$ cat config.mk
export PLATFORM = sky130hd
export DESIGN_NAME = kgp_risc_fetch
export DESIGN_NICKNAME = d
export VERILOG_FILES = /design/src/rtl/kgp_risc_fetch.sv
export SDC_FILE = /design/constraint.sdc
export NUM_CORES = 1
export LEC_CHECK = 0
export CORE_MARGIN = 4
export CORE_UTILIZATION = 50
export CTS_BUF_LIST = sky130_fd_sc_hd__clkbuf_8
export CTS_CLUSTER_SIZE = 16
export DETAILED_ROUTE_END_ITERATION = 16
export DONT_BUFFER_PORTS = 1
export GPL_ROUTABILITY_DRIVEN = 0
export GPL_TIMING_DRIVEN = 0
export PLACE_DENSITY = 0.67
export SLEW_MARGIN = 5
export SYNTH_ARGS = -nofsm -noshare
export SYNTH_HDL_FRONTEND = slang
export SYNTH_SLANG_ARGS = --single-unit
$ cat constraint.sdc
create_clock -name clk -period 2.1 [get_ports clk]
set_clock_uncertainty 0.05 [all_clocks]
set_input_delay 0.105 -clock clk [delete_from_list [all_inputs] [get_ports clk]]
set_output_delay 0.105 -clock clk [all_outputs]
set_load 0.02 [all_outputs]
$ cat src/rtl/kgp_risc_fetch.sv
// KGP-RISC instruction-fetch stage: PC, synchronous IMEM interface, one-entry skid,
// redirect squash, halt, misalignment flag and delivered-instruction counter.
module kgp_risc_fetch #(
    parameter int          IMEM_AW  = 10,
    parameter logic [31:0] RESET_PC = 32'h0000_0000
) (
    input  logic               clk,
    input  logic               rst,
    input  logic               stall,
    input  logic               redirect_valid,
    input  logic [31:0]        redirect_pc,
    input  logic               halt,
    output logic               imem_en,
    output logic [IMEM_AW-1:0] imem_addr,
    input  logic [31:0]        imem_rdata,
    output logic [31:0]        instr,
    output logic [31:0]        instr_pc,
    output logic               instr_valid,
    output logic               misalign_err,
    output logic [31:0]        fetch_count
);

    localparam logic [0:0] ST_RUN  = 1'b0;
    localparam logic [0:0] ST_HALT = 1'b1;

    logic [0:0]  state;
    logic [31:0] fetch_pc;
    logic [31:0] pending_pc;
    logic        pending;
    logic [31:0] skid_data;
    logic [31:0] skid_pc;
    logic        skid_valid;

    assign imem_en   = (state == ST_RUN) && !rst && !stall && !redirect_valid && !halt;
    assign imem_addr = fetch_pc[IMEM_AW+1:2];

    always_ff @(posedge clk) begin
        if (rst) begin
            state        <= ST_RUN;
            fetch_pc     <= RESET_PC;
            pending      <= 1'b0;
            pending_pc   <= '0;
            skid_valid   <= 1'b0;
            skid_data    <= '0;
            skid_pc      <= '0;
            instr        <= '0;
            instr_pc     <= '0;
            instr_valid  <= 1'b0;
            misalign_err <= 1'b0;
            fetch_count  <= '0;
        end else begin
            // A read is in flight exactly when it was issued on the previous edge.
            pending <= imem_en;
            if (imem_en)
                pending_pc <= fetch_pc;

            if (instr_valid && !stall && !redirect_valid && (fetch_count != '1))
                fetch_count <= fetch_count + 32'd1;

            if (state == ST_HALT) begin
                instr_valid <= 1'b0;
                skid_valid  <= 1'b0;
            end else if (redirect_valid) begin
                fetch_pc    <= {redirect_pc[31:2], 2'b00};
                instr_valid <= 1'b0;
                skid_valid  <= 1'b0;
                if (redirect_pc[1:0] != 2'b00)
                    misalign_err <= 1'b1;
            end else if (halt) begin
                instr_valid <= 1'b0;
                skid_valid  <= 1'b0;
                state       <= ST_HALT;
            end else if (stall) begin
                // Memory data lands while the outputs are frozen; park it in the skid.
                if (pending) begin
                    skid_data  <= imem_rdata;
                    skid_pc    <= pending_pc;
                    skid_valid <= 1'b1;
                end
            end else begin
                if (skid_valid) begin
                    instr       <= skid_data;
                    instr_pc    <= skid_pc;
                    instr_valid <= 1'b1;
                    skid_valid  <= pending;
                    if (pending) begin
                        skid_data <= imem_rdata;
                        skid_pc   <= pending_pc;
                    end
                end else if (pending) begin
                    instr       <= imem_rdata;
                    instr_pc    <= pending_pc;
                    instr_valid <= 1'b1;
                end else begin
                    instr_valid <= 1'b0;
                end
                fetch_pc <= fetch_pc + 32'd4;
            end
        end
    end

endmodule

==> results.toml, run 1 <==
[clock_tree]
cts.sinks = 221
numCtsBuffers = 39
root_buffer = "clkbuf_8"
cts_buffer_depth = 3
path_clk_slew_ns = 0.06
clk-insertion-delay-late_ns = 0.52
htreeDepth = 2
cts_tree = "built"

[critical_path]
r2r-end = "fetch_count[13]"
start_kind = "flop"
end_kind = "flop"
worstRegToRegCells = 8
arrival_ns = 2.61
rrSetupSlack_ns = -0.15
r2r_start = "fetch_count[0]"
critPathRequiredTime_ns = 2.45
worstSetupPathType = "flop to flop"
critical_path_peak_fanout = 6

[synthesis]
synthTopCellsByArea = "dfxtp_1 (46%), nand2_1 (8.6%), mux2i_1 (7.0%)"
syn_avg_cell_area_um2 = 8.29
ys_ff_latch = 221
synth_top_area_share_pct = 45.7
ys_types = 69
synthArstFlopShare_pct = 0
syn_area_um2 = 9690
synthCells = 1169
synth_top_area_cell = "dfxtp_1"
yosysWarnings = 0
synth-main-ff-cell = "dfxtp_1"
ys_seq_area_share_pct = 45.7
synth_edf_count = 0

[power_and_ir_drop]
ir_drop_uv = 413
leakage_nw = 4.06
powerDensity_nw_per_um2 = 713

[detailed_routing]
drt_wl_total_um = 28900
ant_nets = 0
wl_per_cell_um = 18.2
vias_per_cell = 5.70
wl_met3_um = 2520
wirelength_met1_um = 12800
dr_total_vias = 9043
dr.pass1.iters = 5
dr_wl_met2_um = 13000
top_layer = "met4"
route.detailed.drc = 0
drtIter0Drc = 718

[floorplanning]
ios = 178
die_w_um = 147
die-area_um2 = 21700
die_h_um = 147
start_util_pct = 51.3
fp.coreArea_um2 = 18900
std_cell_rows = 50

[sta]
layout_min_cycle_time_ns = 2.25
drv_slew = 0
grt_setup_unrepaired = "true"
max_freq_mhz = 444
tightest_slew_ns = 0.852
hold_viol_final = 0
setup_slack_ns = -0.153
slew_headroom_pct = 43.2
setup_viol = 20
period_share_pct = 107

[grt]
gr-usage-all-layers_pct = 25.4
grt_pass1_vias = 8600
grt.overflow.total = 0
antenna_found_initial = 0
grt_max_degree = 11
grt_pass1_wl_um = 45600

[final_layout]
n_antenna_cell = 0
layout_commonest_cell = "nand2_1"
fillers = 1662
areaGrowthSynthToFinish_pct = 25.8
fin_area_um2 = 12200
utilization_pct = 64.5
fin_nets = 1374
final_cell_mix = "nand2_1 (219), dfxtp_1 (185), a21oi_1 (105), nor2_1 (99), a211oi_1 (72)"
drive_gt1_share_pct = 16.6

[worst_hold_path]
hold_path.class = "input pin to flop"
min_to = "pending_pc[31]"
hold_depth = 4
hold_path.startpoint = "rst"

[run_status]
status = "finished with violations"
violations = "setup timing"

[placed_design]
postPlaceCellArea_um2 = 10100
portBuffers = 0
hpwl_um = 19200

[flow_run]
maxCapViolCount = 0
## state kept, by name, indices dropped and copies added (netlist names), 30 cells and up
| register | flops |
|---|---|
| instr | 32 |
| instr_pc | 30 |
| skid_pc | 30 |
| skid_data | 32 |
| fetch_count | 32 |
| fetch_pc | 30 |
| pending_pc | 30 |
## worst max path at each step
| stage | cells after the start | endpoint | start | slack, ns |
|---|---|---|---|---|
| after floorplan | 7 | fetch_count[17] | fetch_count[3] | -0.23 |
| after global placement | 5 | instr[28] | pending | -0.77 |
| after detailed placement | 9 | fetch_count[13] | fetch_count[0] | -0.58 |
| after CTS | 9 | fetch_count[13] | fetch_count[0] | -0.21 |
| after global routing | 8 | fetch_count[22] | fetch_count[0] | -0.22 |
| final | 8 | fetch_count[13] | fetch_count[0] | -0.15 |
## cells by family (layout without fill, tap and decap cells)
| group | after synthesis | after routing | share of synthesized area, % |
|---|---|---|---|
| and+or+nand+nor | 453 | 453 | 21.3 |
| AOI/OAI and AO/OA | 303 | 303 | 19.5 |
| DFF | 221 | 221 | 45.7 |
| buffers and inverters | 109 | 266 | 4.97 |
| muxes | 74 | 74 | 7.76 |
| xor gates and xnor gates | 6 | 6 | 0.542 |
| adders and majority gates | 2 | 2 | 0.258 |
| other | 1 | 2 | 0.0387 |
## power breakdown
group | leakage, nW | switching, mW | internal (mW) | total [mW]
Combinational | 1.82 | 0.336 | 0.240 | 0.576
Clock | 0.436 | 1.69 | 2.07 | 3.76
Sequential | 1.81 | 0.112 | 4.25 | 4.36
## critical path, stage by stage, from the launching register on
cell and delay [ns]:
dfxtp_4 0.42, ha_4 0.16, nand3_2 0.06, or4_4 0.55
nor4_4 0.31, buf_6 0.23, buf_12 0.14, nor3_2 0.05
o21a_1 0.17
## per-layer routing
metal,global-route usage [%],vias to the layer above
met1,34.4,4217
met4,7.32,0
met5,0,-
li1,-,4420
met2,39.7,354
met3,7.34,52
## synthesized netlist by cell type (3+ instances only)
| master | n |
|---|---|
| and3_1 | 17 |
| nand2_1 | 221 |
| dfxtp_1 | 221 |
| a31oi_1 | 6 |
| a22o_1 | 4 |
| nor3b_1 | 3 |
| buf_2 | 3 |
| or2_2 | 4 |
| nor2b_1 | 7 |
| buf_1 | 5 |
| xnor2_1 | 4 |
| nor4_1 | 13 |
| buf_4 | 12 |
| o211ai_1 | 4 |
| nor3_1 | 9 |
| o21ai_1 | 7 |
| o31ai_1 | 10 |
| and4_1 | 5 |
| o21ai_0 | 51 |
| o21a_1 | 6 |
| mux2i_1 | 68 |
| inv_1 | 7 |
| mux2_1 | 4 |
| clkbuf_1 | 79 |
| nand3_1 | 25 |
| a22oi_1 | 3 |
| or3_2 | 4 |
| a211oi_1 | 72 |
| a21oi_1 | 109 |
| nand4_1 | 16 |
| or4_1 | 7 |
| and2_1 | 4 |
| nor2_1 | 101 |
| a31o_2 | 6 |
| o22ai_1 | 6 |
| or3_1 | 7 |
## stage by stage
| stage | cells | power, mW | setup TNS, ns | hold slack (ns) | setup WS [ns] |
|---|---|---|---|---|---|
| 2_1_floorplan | 1170 | 4.74 | -2.18 | 0.191 | -0.232 |
| 3_3_place_gp | 1430 | 4.88 | -71.38 | 0.193 | -0.766 |
| 3_5_place_dp | 1430 | 4.89 | -51.64 | 0.197 | -0.577 |
| 4_1_cts | 1583 | 8.77 | -3.03 | 0.00499 | -0.209 |
| 5_1_grt | 1587 | 9.05 | -4.18 | 0.0799 | -0.217 |
| 6_report | 1587 | 8.69 | -2.15 | 0.0531 | -0.153 |
## what timing repair did
item | CTS | global route
gates cloned | 2 | 0
setup buffers | 19 | 6
pin swaps | 28 | 14
endpoints found under the hold margin | 104 | 0
gates resized for setup | 91 | 46
setup endpoints to repair | 176 | 134
hold buffers | 69 | 0
## cell type report
| cell class | instances | area, um^2 | share of cell area (%) |
|---|---|---|---|
| multi-input combinational | 840 | 5210 | 42.7 |
| sequential | 221 | 4500 | 36.9 |
| timing repair buffer | 96 | 925 | 7.58 |
| clock buffer | 49 | 674 | 5.53 |
| buffer | 97 | 467 | 3.83 |
| tap | 260 | 325 | 2.67 |
| clock inverter | 16 | 61.3 | 0.503 |
| inverter | 8 | 30.0 | 0.246 |
(Power assumes the default switching activity.)
==> inputs of run 2 (changes only) <==
--- a/config.mk
+++ b/config.mk
@@ -7,3 +7,2 @@
 export LEC_CHECK = 0
-export CORE_MARGIN = 4
 export CORE_UTILIZATION = 50
==> constraint.sdc (replaced) <==
create_clock -name clk -period 2.1 [get_ports clk]
set_clock_uncertainty 0.05 [all_clocks]
set_input_delay 0.315 -clock clk [delete_from_list [all_inputs] [get_ports clk]]
set_output_delay 0.315 -clock clk [all_outputs]
set_load 0.02 [all_outputs]
==> results.toml, run 2 (same netlist as run 1, synthesis figures left out) <==
[detailed_routing]
ant_nets = 0
dr.pass1.iters = 5
dr_total_vias = 9124
drt_wl_total_um = 28600
vias_per_cell = 5.77
route.detailed.drc = 0
drtIter0Drc = 606
wl_per_cell_um = 18.1

[critical_path]
critical_path_buf_inv_count = 2
critical_path_peak_fanout = 6
start_kind = "flop"
cpMaxStageDelayCell = "or4_4"
worstPathCellList = "ha_4, nand3_2, or4_4, buf_6, buf_6, or4_4, a21oi_2"
critPathRequiredTime_ns = 2.51
arrival_ns = 2.69
worst_path_largest_cell_delay_ns = 0.58
end_kind = "flop"
crit_family = "simple AND/OR/NAND/NOR gates"
worstSetupPathType = "flop to flop"

[final_layout]
layout_commonest_cell = "nand2_1"
reg_top3 = "fetch_count (32), instr (32), skid_data (32)"
fin_area_um2 = 12200
final_cell_mix = "nand2_1 (219), dfxtp_1 (185), a21oi_1 (103), nor2_1 (99), a211oi_1 (72)"
fin_nets = 1366
areaGrowthSynthToFinish_pct = 26.2
drive_gt1_share_pct = 17.7
n_antenna_cell = 0

[power_and_ir_drop]
fin_total_pwr_mw = 8.75
powerDensity_nw_per_um2 = 716
ir_drop_uv = 723
leakage_nw = 4.10

[floorplanning]
die-area_um2 = 19900
ios = 178
start_util_pct = 51.5
die_h_um = 141
die_w_um = 141
fp.coreArea_um2 = 18800
std_cell_rows = 50

[sta]
layout_min_cycle_time_ns = 2.28
slew_headroom_pct = 41.8
hold_ws_ns = 0.0211
drv_slew = 0
max_freq_mhz = 438
setup_slack_ns = -0.181
grt_setup_unrepaired = "true"
tightest_slew_ns = 0.873
setup_viol = 30
period_share_pct = 109
hold_viol_final = 0

[clock_tree]
clk-insertion-delay-late_ns = 0.53
htreeDepth = 2
cts.sinks = 221
numCtsBuffers = 39
cts_buffer_depth = 3
cts_tree = "built"
path_clk_slew_ns = 0.06
root_buffer = "clkbuf_8"

[grt]
antenna_found_initial = 1
grt.overflow.total = 0
grt_pass1_wl_um = 44800
grt_pass1_vias = 8609
grt_max_degree = 12
gr-usage-all-layers_pct = 28.1

[placed_design]
hpwl_um = 18800
portBuffers = 0
postPlaceCellArea_um2 = 10100

[run_status]
status = "finished with violations"
violations = "setup timing"

[flow_run]
maxCapViolCount = 0

[worst_hold_path]
hold_path.class = "input pin to flop"
## run 2: power by group
part	switching (mW)	leakage (nW)	internal, mW	total (mW)
sequential	0.114	1.81	4.24	4.36
clock	1.76	0.436	2.08	3.84
combinational	0.328	1.86	0.226	0.554
## run 2: area by class of cell
type | count | area [um^2]
tap | 260 | 325
buffer | 97 | 494
clock buffer | 45 | 619
fill | 1627 | 6600
timing repair buffer | 88 | 883
clock inverter | 21 | 134
multi-input combinational | 840 | 5230
inverter | 8 | 30.0
sequential | 221 | 4510
## run 2: final timing paths
kind,from,to,slack (ns),cells after the start
max,fetch_count[0],fetch_count[18],-0.18,7
min,stall,instr_valid,0.02,2
max reg2reg,fetch_count[0],fetch_count[18],-0.18,7
min reg2reg,skid_pc[27],skid_pc[27],0.40,2
## run 2: worst register-to-register path: cells and delay by family (launching register included)
family,cells,cell delay [ns]
fa+ha+maj,1,0.16
compound gates,1,0.15
buf+inv,2,0.27
flops,1,0.43
simple gates,3,1.16
## run 2: timing repair
action	in CTS	in global routing
cloned	3	0
resized for setup	103	60
setup endpoints to repair	174	166
buffers inserted	20	12
pin swaps	30	33
hold endpoints to repair	88	0
hold buffers	54	0
## run 2: metrics by stage
stage	instances	worst slack [ns]	setup TNS, ns	utilization [%]
finish	1580	-0.181	-2.86	64.9
global route	1580	-0.214	-4.57	64.9
CTS	1571	-0.173	-2.26	63.6
detailed placement	1430	-0.583	-68.90	53.4
global placement	1430	-0.950	-91.96	53.4
floorplan	1170	-0.232	-2.18	-
## run 2: routing by layer
| metal | part of all wire, % | track usage (%) |
|---|---|---|
| met4 | 2.0 | 9.50 |
| met3 | 8.4 | 7.00 |
| met1 | 44 | 37.4 |
| met5 | 0.042 | 0 |
| met2 | 46 | 44.4 |
==> inputs of run 3 (changes only) <==
- ABC_AREA: unset -> 1
- clock period: 2.1 -> 1.95 ns (I/O delays scaled with it)
==> results.toml, run 3 <==
[final_layout]
fin_nets = 1658
reg_top3 = "fetch_count (32), instr (32), skid_data (32)"
fillers = 1951
utilization_pct = 60.1
n_antenna_cell = 0
final_cell_mix = "nand2_1 (432), nor2_1 (201), dfxtp_1 (190), o21ai_0 (151), inv_1 (84)"
drive_gt1_share_pct = 12.7
fin_area_um2 = 12100
areaGrowthSynthToFinish_pct = 18.0
stdcell_count = 1882
layout_commonest_cell = "nand2_1"

[critical_path]
end_kind = "output port"
start_kind = "flop"
arrival_ns = 1.54
worstSetupPathType = "flop to output port"
critPathRequiredTime_ns = 1.61
critical_path_peak_fanout = 10

[clock_tree]
numCtsBuffers = 38
cts.sinks = 221
root_buffer = "clkbuf_8"
clk-insertion-delay-late_ns = 0.54
path_clk_slew_ns = 0.06
cts_buffer_depth = 3
cts_tree = "built"
htreeDepth = 2

[detailed_routing]
drt_wl_total_um = 29800
vias_per_cell = 5.35
route.detailed.drc = 0
dr_total_vias = 10067
dr.pass1.iters = 5
ant_nets = 0
drtIter0Drc = 591
wl_per_cell_um = 15.8

[floorplanning]
start_util_pct = 50.9
fp.coreArea_um2 = 20200
ios = 178
die_w_um = 145
std_cell_rows = 52
die_h_um = 145
die-area_um2 = 21100

[power_and_ir_drop]
leakage_nw = 4.50
ir_drop_uv = 428
powerDensity_nw_per_um2 = 786
fin_total_pwr_mw = 9.53

[placed_design]
postPlaceCellArea_um2 = 10600
hpwl_um = 21200
post-place-ws_ns = -0.246
placed_cells_incl_taps = 1753
portBuffers = 0

[sta]
max_freq_mhz = 530
drv_slew = 0
grt_setup_unrepaired = "false"
setup_viol = 0
period_share_pct = 96.8
slew_headroom_pct = 48.9
layout_min_cycle_time_ns = 1.89
hold_viol_final = 0
tightest_slew_ns = 0.767
setup_slack_ns = 0.0632

[grt]
gr-usage-all-layers_pct = 27.9
grt_pass1_wl_um = 48100
antenna_found_initial = 1
grt_pass1_vias = 9514
grt.overflow.total = 0
grt_max_degree = 11

[synthesis]
syn_area_um2 = 10300
synth_edf_count = 0
yosysMostFrequentCell = "nand2_1"
ys_types = 36
synthCells = 1482
syn_avg_cell_area_um2 = 6.93
synth-main-ff-cell = "dfxtp_1"
yosysWarnings = 0
synthArstFlopShare_pct = 0
synthTopCellsByArea = "dfxtp_1 (43%), nand2_1 (16%), nor2_1 (7.5%)"
synthTopCellsByCount = "nand2_1 (433), dfxtp_1 (221), nor2_1 (204)"
synth_top_area_cell = "dfxtp_1"
ys_seq_area_share_pct = 43.1
synth_top_area_share_pct = 43.1
ys_ff_latch = 221

[flow_run]
maxCapViolCount = 0

[run_status]
status = "completed"

[worst_hold_path]
hold_path.class = "input pin to flop"
run 3: changes by cell type in the layout (fill, tap and decap cells not counted), moves of 26 or more:
cell | before | now
a211oi_1 | 72 | 0
a21oi_1 | 103 | 77
a31oi_1 | 6 | 64
inv_1 | 21 | 84
mux2i_1 | 68 | 0
nand2_1 | 219 | 432
nor2_1 | 99 | 201
o21ai_0 | 49 | 151
run 3: final cells by class:
cell class                      count  area (um^2)  share of cell area, %
Multi-Input combinational cell   1086         5090                   42.0
Timing Repair Buffer               64          631                   5.20
Clock inverter                     14         62.6                  0.516
Tap cell                          270          338                   2.79
Buffer                             98          538                   4.44
Clock buffer                       51          702                   5.79
Inverter                           78          295                   2.44
Sequential cell                   221         4470                   36.9
run 3: worst paths after layout:
| check | to | slack, ns | cells past startpoint | startpoint |
|---|---|---|---|---|
| worst max-delay path | imem_en | 0.06 | 4 | state |
| worst min-delay path | misalign_err | 0.02 | 2 | redirect_pc[1] |
| worst max register to register | fetch_count[26] | 0.11 | 11 | fetch_count[0] |
| worst min register to register | instr_pc[15] | 0.41 | 2 | skid_pc[15] |
run 3: layer usage:
metal | GRT usage, % | share of wire (%)
met5 | 0 | 0
met3 | 6.76 | 8.3
met4 | 11.6 | 3.4
met1 | 36.5 | 44
met2 | 43.9 | 44
run 3: where the power goes:
group	switching, mW	internal (mW)
clock	1.89	2.32
sequential	0.118	4.59
combinational	0.366	0.239
total	2.37	7.15
run 3: what timing repair did:
item,4_1_cts,5_1_grt
hold endpoints to repair,92,0
setup endpoints to repair,55,138
resized for setup,12,45
buffers inserted,1,3
hold buffers,60,0
pin swaps,2,4
run 3: logic make-up (layout without fill, tap and decap cells):
family	after synthesis	after routing	synth area share, %
AOI/OAI and AO/OA	346	346	19.2
buffers and inverters	176	305	7.97
xor gates and xnor gates	13	13	1.11
adders and majority gates	2	2	0.244
and+or+nand+nor	723	723	28.4
DFF	221	221	43.1
other	1	2	0.0365
run 3: critical path, cell delays in order, from the launching register on:
cell and delay [ns]:
dfxtp_1 0.35, nor2_4 0.17, nand3_2 0.14, nor2_4 0.17
buf_6 0.17
run 3: stage by stage:
stage          hold slack, ns  setup TNS, ns
6_report               0.0219              0
5_1_grt                0.0328              0
4_1_cts               0.00315              0
3_5_place_dp            0.323          -7.09
3_3_place_gp            0.317          -6.24
2_1_floorplan           0.315              0
